**src/rtl/alu_op_sequencer_if.sv**
```systemverilog
// Instruction and response handshake bundle for alu_op_sequencer.
// ALU_SEQ_COND_EXEC_EN adds instr_cond and resp_skipped.
interface alu_op_sequencer_if #(
  parameter int DATA_W = 8,
  parameter int REG_AW = 2,
  parameter int OP_W   = 3
);
  logic              instr_valid;
  logic              instr_ready;
  logic [OP_W-1:0]   instr_op;
  logic [REG_AW-1:0] instr_rd;
  logic [REG_AW-1:0] instr_ra;
  logic              instr_imm_sel;
  logic [REG_AW-1:0] instr_rb;
  logic [DATA_W-1:0] instr_imm;
  logic              resp_valid;
  logic              resp_ready;
  logic [DATA_W-1:0] resp_data;
  logic [3:0]        resp_nzcv;
`ifdef ALU_SEQ_COND_EXEC_EN
  logic [1:0]        instr_cond;
  logic              resp_skipped;
`endif

  modport master (
    output instr_valid, instr_op, instr_rd, instr_ra, instr_imm_sel,
           instr_rb, instr_imm, resp_ready,
    input  instr_ready, resp_valid, resp_data, resp_nzcv
`ifdef ALU_SEQ_COND_EXEC_EN
    , output instr_cond
    , input  resp_skipped
`endif
  );

  modport slave (
    input  instr_valid, instr_op, instr_rd, instr_ra, instr_imm_sel,
           instr_rb, instr_imm, resp_ready,
    output instr_ready, resp_valid, resp_data, resp_nzcv
`ifdef ALU_SEQ_COND_EXEC_EN
    , input  instr_cond
    , output resp_skipped
`endif
  );
endinterface

```
**src/rtl/alu_op_sequencer.sv**
```systemverilog
// Multi-cycle sequencer for an external 8-bit ALU: regfile, NZCV flags, valid/ready in and out.
// Optional conditional execution is enabled by defining ALU_SEQ_COND_EXEC_EN.
//
// state | meaning
// IDLE  | ready for an instruction, ALU inputs hold their last values
// OPER  | read operands from the regfile into alu_a/alu_b/alu_op
// EXEC  | ALU inputs stable; result sampled, regfile/flags written on exit
// WB    | response held until resp_ready
module alu_op_sequencer #(
  parameter int DATA_W = 8,
  parameter int REG_AW = 2,
  parameter int OP_W   = 3
) (
  input  logic              clk,
  input  logic              rst_n,
  alu_op_sequencer_if.slave bus,
  output logic [DATA_W-1:0] alu_a,
  output logic [DATA_W-1:0] alu_b,
  output logic [OP_W-1:0]   alu_op,
  input  logic [DATA_W-1:0] alu_result,
  input  logic [3:0]        alu_nzcv,
  output logic [3:0]        flags,
  output logic              busy,
  input  logic [REG_AW-1:0] dbg_addr,
  output logic [DATA_W-1:0] dbg_data
);
  localparam int NREG = 2**REG_AW;

  typedef enum logic [1:0] {S_IDLE, S_OPER, S_EXEC, S_WB} state_t;

  state_t            state_q, state_d;
  logic [DATA_W-1:0] rf_q [NREG];
  logic [DATA_W-1:0] rf_d [NREG];
  logic [3:0]        flags_q, flags_d;
  logic [DATA_W-1:0] alu_a_q, alu_a_d, alu_b_q, alu_b_d;
  logic [OP_W-1:0]   alu_op_q, alu_op_d;
  logic [OP_W-1:0]   op_q, op_d;
  logic [REG_AW-1:0] rd_q, rd_d, ra_q, ra_d, rb_q, rb_d;
  logic              isel_q, isel_d;
  logic [DATA_W-1:0] imm_q, imm_d;
  logic              resp_valid_q, resp_valid_d;
  logic [DATA_W-1:0] resp_data_q, resp_data_d;
  logic [3:0]        resp_nzcv_q, resp_nzcv_d;
  logic              exec_ok;
`ifdef ALU_SEQ_COND_EXEC_EN
  logic [1:0]        cond_q, cond_d;
  logic              cond_ok_q, cond_ok_d;
  logic              skipped_q, skipped_d;

  assign exec_ok          = cond_ok_q;
  assign bus.resp_skipped = skipped_q;
`else
  assign exec_ok = 1'b1;
`endif

  always_comb begin
    state_d      = state_q;
    rf_d         = rf_q;
    flags_d      = flags_q;
    alu_a_d      = alu_a_q;
    alu_b_d      = alu_b_q;
    alu_op_d     = alu_op_q;
    op_d         = op_q;
    rd_d         = rd_q;
    ra_d         = ra_q;
    rb_d         = rb_q;
    isel_d       = isel_q;
    imm_d        = imm_q;
    resp_valid_d = resp_valid_q;
    resp_data_d  = resp_data_q;
    resp_nzcv_d  = resp_nzcv_q;
`ifdef ALU_SEQ_COND_EXEC_EN
    cond_d       = cond_q;
    cond_ok_d    = cond_ok_q;
    skipped_d    = skipped_q;
`endif
    case (state_q)
      S_IDLE: begin
        if (bus.instr_valid) begin
          op_d    = bus.instr_op;
          rd_d    = bus.instr_rd;
          ra_d    = bus.instr_ra;
          rb_d    = bus.instr_rb;
          isel_d  = bus.instr_imm_sel;
          imm_d   = bus.instr_imm;
`ifdef ALU_SEQ_COND_EXEC_EN
          cond_d  = bus.instr_cond;
`endif
          state_d = S_OPER;
        end
      end
      S_OPER: begin
        alu_a_d  = rf_q[ra_q];
        alu_b_d  = isel_q ? imm_q : rf_q[rb_q];
        alu_op_d = op_q;
`ifdef ALU_SEQ_COND_EXEC_EN
        // NZCV order is {N, Z, C, V}
        case (cond_q)
          2'b00:   cond_ok_d = 1'b1;
          2'b01:   cond_ok_d = flags_q[2];
          2'b10:   cond_ok_d = flags_q[1];
          default: cond_ok_d = flags_q[3];
        endcase
`endif
        state_d = S_EXEC;
      end
      S_EXEC: begin
        // the only regfile write point, so a stalled response can never rewrite
        resp_valid_d = 1'b1;
        if (exec_ok) begin
          rf_d[rd_q]  = alu_result;
          flags_d     = alu_nzcv;
          resp_data_d = alu_result;
          resp_nzcv_d = alu_nzcv;
        end else begin
          resp_data_d = rf_q[rd_q];
          resp_nzcv_d = flags_q;
        end
`ifdef ALU_SEQ_COND_EXEC_EN
        skipped_d = ~exec_ok;
`endif
        state_d = S_WB;
      end
      S_WB: begin
        if (bus.resp_ready) begin
          resp_valid_d = 1'b0;
          state_d      = S_IDLE;
        end
      end
      default: state_d = S_IDLE;
    endcase
  end

  always_ff @(posedge clk or negedge rst_n) begin
    if (!rst_n) begin
      state_q      <= S_IDLE;
      for (int i = 0; i < NREG; i++) rf_q[i] <= '0;
      flags_q      <= '0;
      alu_a_q      <= '0;
      alu_b_q      <= '0;
      alu_op_q     <= '0;
      op_q         <= '0;
      rd_q         <= '0;
      ra_q         <= '0;
      rb_q         <= '0;
      isel_q       <= 1'b0;
      imm_q        <= '0;
      resp_valid_q <= 1'b0;
      resp_data_q  <= '0;
      resp_nzcv_q  <= '0;
`ifdef ALU_SEQ_COND_EXEC_EN
      cond_q       <= '0;
      cond_ok_q    <= 1'b0;
      skipped_q    <= 1'b0;
`endif
    end else begin
      state_q      <= state_d;
      rf_q         <= rf_d;
      flags_q      <= flags_d;
      alu_a_q      <= alu_a_d;
      alu_b_q      <= alu_b_d;
      alu_op_q     <= alu_op_d;
      op_q         <= op_d;
      rd_q         <= rd_d;
      ra_q         <= ra_d;
      rb_q         <= rb_d;
      isel_q       <= isel_d;
      imm_q        <= imm_d;
      resp_valid_q <= resp_valid_d;
      resp_data_q  <= resp_data_d;
      resp_nzcv_q  <= resp_nzcv_d;
`ifdef ALU_SEQ_COND_EXEC_EN
      cond_q       <= cond_d;
      cond_ok_q    <= cond_ok_d;
      skipped_q    <= skipped_d;
`endif
    end
  end

  assign bus.instr_ready = (state_q == S_IDLE);
  assign bus.resp_valid  = resp_valid_q;
  assign bus.resp_data   = resp_data_q;
  assign bus.resp_nzcv   = resp_nzcv_q;
  assign alu_a           = alu_a_q;
  assign alu_b           = alu_b_q;
  assign alu_op          = alu_op_q;
  assign flags           = flags_q;
  assign busy            = (state_q != S_IDLE);
  assign dbg_data        = rf_q[dbg_addr];
endmodule

```
**src/flat_wrapper.sv**
```systemverilog
// flat-port wrapper written by rule: the top's interface ports become plain ports
module alu_op_sequencer_flat 
#(
  parameter int DATA_W = 8,
  parameter int REG_AW = 2,
  parameter int OP_W   = 3
)
  (clk, rst_n, alu_a, alu_b, alu_op, alu_result, alu_nzcv, flags, busy, dbg_addr, dbg_data, bus_instr_valid, bus_instr_op, bus_instr_rd, bus_instr_ra, bus_instr_imm_sel, bus_instr_rb, bus_instr_imm, bus_resp_ready, bus_instr_ready, bus_resp_valid, bus_resp_data, bus_resp_nzcv);
  alu_op_sequencer_if #(.DATA_W(DATA_W), .REG_AW(REG_AW), .OP_W(OP_W)) bus_i ();
  input  logic clk;
  input  logic rst_n;
  output logic [DATA_W-1:0] alu_a;
  output logic [DATA_W-1:0] alu_b;
  output logic [OP_W-1:0] alu_op;
  input  logic [DATA_W-1:0] alu_result;
  input  logic [3:0] alu_nzcv;
  output logic [3:0] flags;
  output logic busy;
  input  logic [REG_AW-1:0] dbg_addr;
  output logic [DATA_W-1:0] dbg_data;
  input wire logic [$bits(bus_i.instr_valid)-1:0] bus_instr_valid;
  input wire logic [$bits(bus_i.instr_op)-1:0] bus_instr_op;
  input wire logic [$bits(bus_i.instr_rd)-1:0] bus_instr_rd;
  input wire logic [$bits(bus_i.instr_ra)-1:0] bus_instr_ra;
  input wire logic [$bits(bus_i.instr_imm_sel)-1:0] bus_instr_imm_sel;
  input wire logic [$bits(bus_i.instr_rb)-1:0] bus_instr_rb;
  input wire logic [$bits(bus_i.instr_imm)-1:0] bus_instr_imm;
  input wire logic [$bits(bus_i.resp_ready)-1:0] bus_resp_ready;
  output wire logic [$bits(bus_i.instr_ready)-1:0] bus_instr_ready;
  output wire logic [$bits(bus_i.resp_valid)-1:0] bus_resp_valid;
  output wire logic [$bits(bus_i.resp_data)-1:0] bus_resp_data;
  output wire logic [$bits(bus_i.resp_nzcv)-1:0] bus_resp_nzcv;
  assign bus_i.instr_valid = bus_instr_valid;
  assign bus_i.instr_op = bus_instr_op;
  assign bus_i.instr_rd = bus_instr_rd;
  assign bus_i.instr_ra = bus_instr_ra;
  assign bus_i.instr_imm_sel = bus_instr_imm_sel;
  assign bus_i.instr_rb = bus_instr_rb;
  assign bus_i.instr_imm = bus_instr_imm;
  assign bus_i.resp_ready = bus_resp_ready;
  assign bus_instr_ready = bus_i.instr_ready;
  assign bus_resp_valid = bus_i.resp_valid;
  assign bus_resp_data = bus_i.resp_data;
  assign bus_resp_nzcv = bus_i.resp_nzcv;
  alu_op_sequencer #(.DATA_W(DATA_W), .REG_AW(REG_AW), .OP_W(OP_W)) u_core (.clk(clk), .rst_n(rst_n), .bus(bus_i), .alu_a(alu_a), .alu_b(alu_b), .alu_op(alu_op), .alu_result(alu_result), .alu_nzcv(alu_nzcv), .flags(flags), .busy(busy), .dbg_addr(dbg_addr), .dbg_data(dbg_data));
endmodule
```
**config.mk**
```make
export PLATFORM = sky130hd
export DESIGN_NAME = alu_op_sequencer_flat
export DESIGN_NICKNAME = d
export VERILOG_FILES = /design/src/rtl/alu_op_sequencer_if.sv /design/src/rtl/alu_op_sequencer.sv /design/src/flat_wrapper.sv
export SDC_FILE = /design/constraint.sdc
export NUM_CORES = 1
export LEC_CHECK = 0
export CORE_MARGIN = 2
export CORE_UTILIZATION = 46
export CTS_BUF_LIST = sky130_fd_sc_hd__clkbuf_16
export CTS_CLUSTER_SIZE = 16
export DETAILED_ROUTE_END_ITERATION = 7
export DONT_BUFFER_PORTS = 1
export GPL_TIMING_DRIVEN = 0
export SLEW_MARGIN = 20
export SYNTH_ARGS = -nofsm -noshare
export SYNTH_HDL_FRONTEND = slang
export SYNTH_SLANG_ARGS = --single-unit
```
**constraint.sdc**
```tcl
create_clock -name clk -period 2.3 [get_ports clk]
set_clock_uncertainty 0.1 [all_clocks]
set_input_delay 0.575 -clock clk [delete_from_list [all_inputs] [get_ports clk]]
set_output_delay 0.575 -clock clk [all_outputs]
set_load 0.005 [all_outputs]
```
==> impl_metrics.ini, run 1 <==
[critical_path]
cp-start-kind = input port
crit_family = buffers and inverters
r2r_slack_ns = 0.24
cp.required_ns = 1.62
cp_slowest_cell = buf_1
cp-startpoint = dbg_addr[1]
crit_type = input port to output port
crit_arrival_ns = 1.49
path_max_fanout = 8
path_cells = buf_1 > mux4_2
r2r_end = u_core.rf_q[26]$_DFFE_PN0P_
r2r-start = u_core.state_q[0]$_DFFE_PN0P_
cp_slowest_stage_delay_ns = 0.47
worstRegToRegCells = 5
worst-path-stages = 2
cp-end-kind = output port
path_buf_inv = 1
crit_end = dbg_data[3]

[global_routing]
antenna_found_initial = 0
grt_pass1_vias = 2250
grtUsageTotal_pct = 17.9
use_met2_pct = 26.9
grt_busiest_layer = met2
grt-ovfl-total = 0
grt_pass1_wl_microns = 12700
met3_usage_pct = 5.13
met1_usage_pct = 24.2
grt_max_degree = 85

[layout]
register_area_sq_mm = 0.00210
drive_gt1_share_pct = 49.6
fin_util_pct = 52.7
multiInputGateArea_sq_mm = 0.00170
instances_no_fill = 365
n_fill_cell = 711
fin_nets = 297
syn_to_final_growth_pct = 10.3
diodes = 0

[floorplanning]
die_area_sq_mm = 0.00934
rows = 33
die_x_microns = 96.6
initial_utilization_pct = 47.8
ios = 82
core_sq_mm = 0.00826
die_h_microns = 96.6

[worst_hold_path]
hp-class = input port to asynchronous set/reset pin

[clock_tree]
numCtsBuffers = 9
h-tree-depth = 3
clkSinkCount = 84
cts_root_buf = clkbuf_16
clk_latency_ns = 0.34
clk_path_buf_depth = 2
cts.reportedPaths.clkPinSlew_ns = 0.06
cts_tree = done
post_cts.repair.setup_buffers = 0

[power_and_ir_drop]
leakage_nw = 1.83
power_density_mw_per_mm2 = 1600
seq_power_share_pct = 41.0
pwr-share-comb_pct = 39.5
ir_drop_uv = 517
pwr-share-clk_pct = 19.5
p_int_mw = 4.71
switching_share_pct = 32.5
p_sw_mw = 2.26

[logic_synthesis]
synthesis.area_sq_mm = 0.00395
synth_fp_nets = 286
synth_compound_area_share_pct = 1.33
ys_seq_area_share_pct = 53.3
synthAdderAreaFrac_pct = 1.90
synth_xor_area_share_pct = 0
synth-simple-area-share_pct = 2.03
synth_top_family_by_area = multiplexers
ys_types = 21
synthMuxAreaShare_pct = 37.9
syn_avg_cell_area_sq_um = 16.2
synth_seq_cells = 84
synthCells = 244
yosysWarnings = 0

[drt]
viasPerCell = 5.74
wl_per_cell_microns = 21.6
drt_wl_total_microns = 7870
first_pass_iters = 5
drc = 0
vias = 2095
first_iter_violations = 51
ant_nets = 0

[sta]
slew_headroom_pct = 58.2
setup_viol = 0
worst_pin_slew_ns = 0.627
fin_crit_ns = 2.17
grt_setup_unrepaired = false
finalCritPeriodShare_pct = 94.1
worst_slack_ns = 0.135
hold_viol_final = 84
drv_slew = 0
fmax_ghz = 0.462
holdWs_ns = -0.178
fin_tns_setup_ns = 0

[placed_design]
dpl.hpwl_microns = 5290
place_ws_ns = 0.155
placed_cells = 349
gp_congestion = 0.739
io_buffers = 0

[status]
violations = negative hold slack
outcome = complete, but fails checks

[job]
drv_cap = 0
-- synthesized netlist by cell type --
| master | number | area [sq um] |
|---|---|---|
| dfrtp_1 | 84 | 2100 |
| mux2_2 | 66 | 743 |
| mux4_2 | 24 | 541 |
| nor2_1 | 10 | 37.5 |
| mux2i_1 | 9 | 90.1 |
| a21oi_1 | 8 | 40.0 |
| mux2_4 | 8 | 120 |
| ha_1 | 6 | 75.1 |
| buf_4 | 5 | 37.5 |
| inv_1 | 5 | 18.8 |
| buf_2 | 4 | 20.0 |
| buf_6 | 2 | 22.5 |
| clkbuf_1 | 2 | 7.51 |
| clkbuf_8 | 2 | 27.5 |
| nand3b_1 | 2 | 15.0 |
| o22ai_1 | 2 | 12.5 |
| buf_1 | 1 | 3.75 |
| clkbuf_2 | 1 | 5.00 |
| nand2_1 | 1 | 3.75 |
| nand3_1 | 1 | 5.00 |
| nor3b_4 | 1 | 18.8 |
-- per-layer routing --
metal / routed length [microns] / up-vias
met5: 0 / -
met4: 179 / 0
met3: 505 / 15
met2: 3630 / 73
met1: 3560 / 1086
li1: - / 921
-- how the worst min path moves through the flow --
| stage | start | to | slack [ns] | cells after the start |
|---|---|---|---|---|
| final | rst_n | u_core.op_q[2]$_DFFE_PN0P_ | -0.18 | 0 |
| after global routing | rst_n | u_core.op_q[1]$_DFFE_PN0P_ | -0.19 | 0 |
| after CTS | rst_n | u_core.op_q[1]$_DFFE_PN0P_ | -0.18 | 0 |
| after detailed placement | rst_n | u_core.op_q[1]$_DFFE_PN0P_ | 0.18 | 0 |
| after global placement | rst_n | u_core.op_q[1]$_DFFE_PN0P_ | 0.18 | 0 |
| after floorplan | rst_n | u_core.alu_a[0]$_DFFE_PN0N_ | 0.18 | 0 |
-- timing repair --
| action | in CTS | in global routing |
|---|---|---|
| setup endpoints to repair | 0 | 0 |
| resized for setup | 0 | 0 |
| endpoints found under the hold margin | 84 | 84 |
-- area by class of cell --
type                       count  share of cell area, %
sequential                    84                   48.3
multi-input combinational    138                   39.1
clock buffer                   9                   5.17
tap                          105                   3.02
buffer                        17                   2.84
clock inverter                 7                   1.18
inverter                       5                  0.431
-- logic make-up (layout without fill, tap and decap cells) --
family | Yosys count | count (layout)
adder cells (fa/ha/maj) | 6 | 6
multiplexers | 107 | 107
flip-flops | 84 | 84
AO/OA/AOI/OAI | 10 | 10
AND/OR/NAND/NOR | 15 | 15
buffers and inverters | 22 | 38
-- flip-flops by register name, indices dropped and copies added (netlist names) --
signal                 flops
u_core.rf_q               32
u_core.alu_a               8
u_core.alu_b               8
u_core.bus.resp_data       8
u_core.imm_q               8
u_core.flags               4
u_core.alu_op              3
u_core.op_q                3
u_core.ra_q                2
u_core.rb_q                2
u_core.rd_q                2
u_core.state_q             2
u_core.bus.resp_valid      1
u_core.isel_q              1
-- stage by stage --
step / cell area (sq um) / hold WS (ns) / power [mW]
5_1_grt: 4350 / -0.191 / 7.42
3_3_place_gp: 4080 / 0.181 / 5.60
4_1_cts: 4350 / -0.184 / 7.05
3_5_place_dp: 4080 / 0.181 / 5.68
6_report: 4350 / -0.178 / 6.97
2_1_floorplan: 3950 / 0.179 / 5.06
-- power by group through the flow --
stage               clock network, mW  logic, mW  registers, mW
floorplan                           0       2.36           2.70
global placement                    0       2.75           2.86
detailed placement                  0       2.79           2.89
CTS                              1.39       2.80           2.86
global route                     1.45       2.98           2.98
finish                           1.36       2.75           2.86
-- layout by cell type, fill, tap and decap left out, drive strengths merged --
cell / count
nand3: 1
mux4: 24
nor2: 10
clkbuf: 14
ha: 6
buf: 12
o22ai: 2
dfrtp: 84
mux2: 74
clkinv: 3
nand3b: 2
a21oi: 8
nand2: 1
inv: 7
clkinvlp: 2
nor3b: 1
mux2i: 9
No activity file was read; power rests on OpenSTA's default activity.
==> run 2: changes to the inputs <==
==> constraint.sdc (replaced) <==
create_clock -name clk -period 1.8 [get_ports clk]
set_clock_uncertainty 0.1 [all_clocks]
set_input_delay 0.45 -clock clk [delete_from_list [all_inputs] [get_ports clk]]
set_output_delay 0.45 -clock clk [all_outputs]
set_load 0.005 [all_outputs]
==> run 2 against run 1 <==
  * The run ends with negative hold slack, negative setup slack left
  * Core utilization increased by 3.1 points
  * Worst setup slack lost 0.14 ns
  * Via count up 5.2%
  * Clock-buffer cell count did not move
  * Routed wire length up 3.8%
  * Critical path type is now register to output port
==> impl_metrics.ini, run 2 (synthesis results as in run 1) <==
[critical_path]
cp_slowest_stage_delay_ns = 0.51
path_cells = mux4_2
r2r-start = u_core.state_q[0]$_DFFE_PN0P_
cp-end-kind = output port
cp.required_ns = 1.25
crit_family = multiplexers
cp-startpoint = u_core.rf_q[8]$_DFFE_PN0P_
cp_slowest_cell = mux4_2
crit_arrival_ns = 1.26
cp-start-kind = register
path_buf_inv = 0
path_max_fanout = 4
crit_type = register to output port
r2r_slack_ns = 0.05

[sta]
grt_setup_unrepaired = true
finalCritPeriodShare_pct = 100
slew_headroom_pct = 58.2
fin_crit_ns = 1.81
drv_slew = 0
hold_viol_final = 84
setup_viol = 1
worst_slack_ns = -0.00693
fmax_ghz = 0.553
holdWs_ns = -0.301
worst_pin_slew_ns = 0.627

[power_and_ir_drop]
switching_share_pct = 32.0
seq_power_share_pct = 38.3
ir_drop_uv = 696
pwr-share-comb_pct = 43.3
pwr-share-clk_pct = 18.4
power.total_mw = 9.43
leakage_nw = 1.97
p_sw_mw = 3.02
p_int_mw = 6.41
power_density_mw_per_mm2 = 2050

[global_routing]
antenna_found_initial = 0
grt_max_degree = 85
grt_pass1_wl_microns = 13100
grt-ovfl-total = 0
grtUsageTotal_pct = 18.4
grt_pass1_vias = 2297

[clock_tree]
clk_path_buf_depth = 2
cts.reportedPaths.clkPinSlew_ns = 0.07
h-tree-depth = 3
cts_tree = done
cts_root_buf = clkbuf_16
clk_latency_ns = 0.34
clkSinkCount = 84
numCtsBuffers = 9

[layout]
largest_reg_flops = 32
fin_nets = 322
syn_to_final_growth_pct = 16.7
drive_gt1_share_pct = 56.5
largest-register = u_core.rf_q
final_cell_area_sq_mm = 0.00461
register_area_sq_mm = 0.00210
diodes = 0
layout_common_cells = dfrtp_1 (84), mux2_2 (66), buf_4 (31), mux4_2 (24), nor2_1 (10)
fin_util_pct = 55.8
n_fill_cell = 686
multiInputGateArea_sq_mm = 0.00173
final_common_cell = dfrtp_1

[drt]
vias = 2203
wl_per_cell_microns = 21.0
first_iter_violations = 44
first_pass_iters = 4
drt_wl_total_microns = 8170
viasPerCell = 5.65
drc = 0
ant_nets = 0

[status]
violations = negative hold slack, negative setup slack
outcome = complete, but fails checks

[floorplanning]
die_x_microns = 96.6
core_sq_mm = 0.00826
die_area_sq_mm = 0.00934
rows = 33
ios = 82
initial_utilization_pct = 47.8
die_h_microns = 96.6

[placed_design]
gp_congestion = 0.739
dpl.hpwl_microns = 5290
io_buffers = 0
place_ws_ns = -0.269
placed_cell_area_sq_mm = 0.00408

[worst_hold_path]
hp-class = input port to asynchronous set/reset pin

[job]
drv_cap = 0
## run 2: through the flow
| stage | hold WS [ns] | cells | TNS [ns] |
|---|---|---|---|
| after floorplan | 0.0544 | 244 | 0 |
| after global placement | 0.0564 | 349 | -7.98 |
| after detailed placement | 0.0564 | 349 | -9.09 |
| after CTS | -0.309 | 378 | -0.00531 |
| after global routing | -0.316 | 390 | -0.242 |
| final | -0.301 | 390 | -0.00693 |
## run 2: repair_timing
item,4_1_cts,5_1_grt
setup endpoints to repair,50,19
buffers inserted,13,13
hold endpoints to repair,84,84
resized for setup,8,7
## run 2: cell type report
class                      count  area share [%]
sequential                    84            45.6
multi-input combinational    138            37.6
clock buffer                   9            4.89
timing repair buffer          26            4.59
buffer                        16            2.91
tap                          105            2.85
clock inverter                 7            1.11
inverter                       5           0.407
## run 2: power groups by stage
stage               clock network [mW]  logic [mW]  registers, mW
floorplan                            0        3.01           3.45
global placement                     0        3.51           3.65
detailed placement                   0        3.57           3.69
CTS                               1.77        3.84           3.62
global route                      1.85        4.41           3.76
finish                            1.74        4.09           3.61
## run 2: path summary, 6_finish.rpt
path | cells past startpoint | end
hold / removal | 0 | u_core.op_q[2]$_DFFE_PN0P_
max in group asynchronous | 0 | u_core.bus.resp_data[5]$_DFFE_PN0N_
hold reg to reg | 1 | u_core.alu_op[1]$_DFFE_PN0N_
setup / recovery | 1 | dbg_data[0]
setup reg to reg | 6 | u_core.rf_q[28]$_DFFE_PN0P_
min in group clk | 1 | u_core.bus.resp_valid$_DFFE_PN0P_
## run 2: layer usage
layer,GRT usage (%),share of wire [%],wire [microns]
met4,8.23,2.2,180
met3,5.13,6.1,495
met2,27.6,47,3840
met1,25.1,45,3660
met5,0,0,0
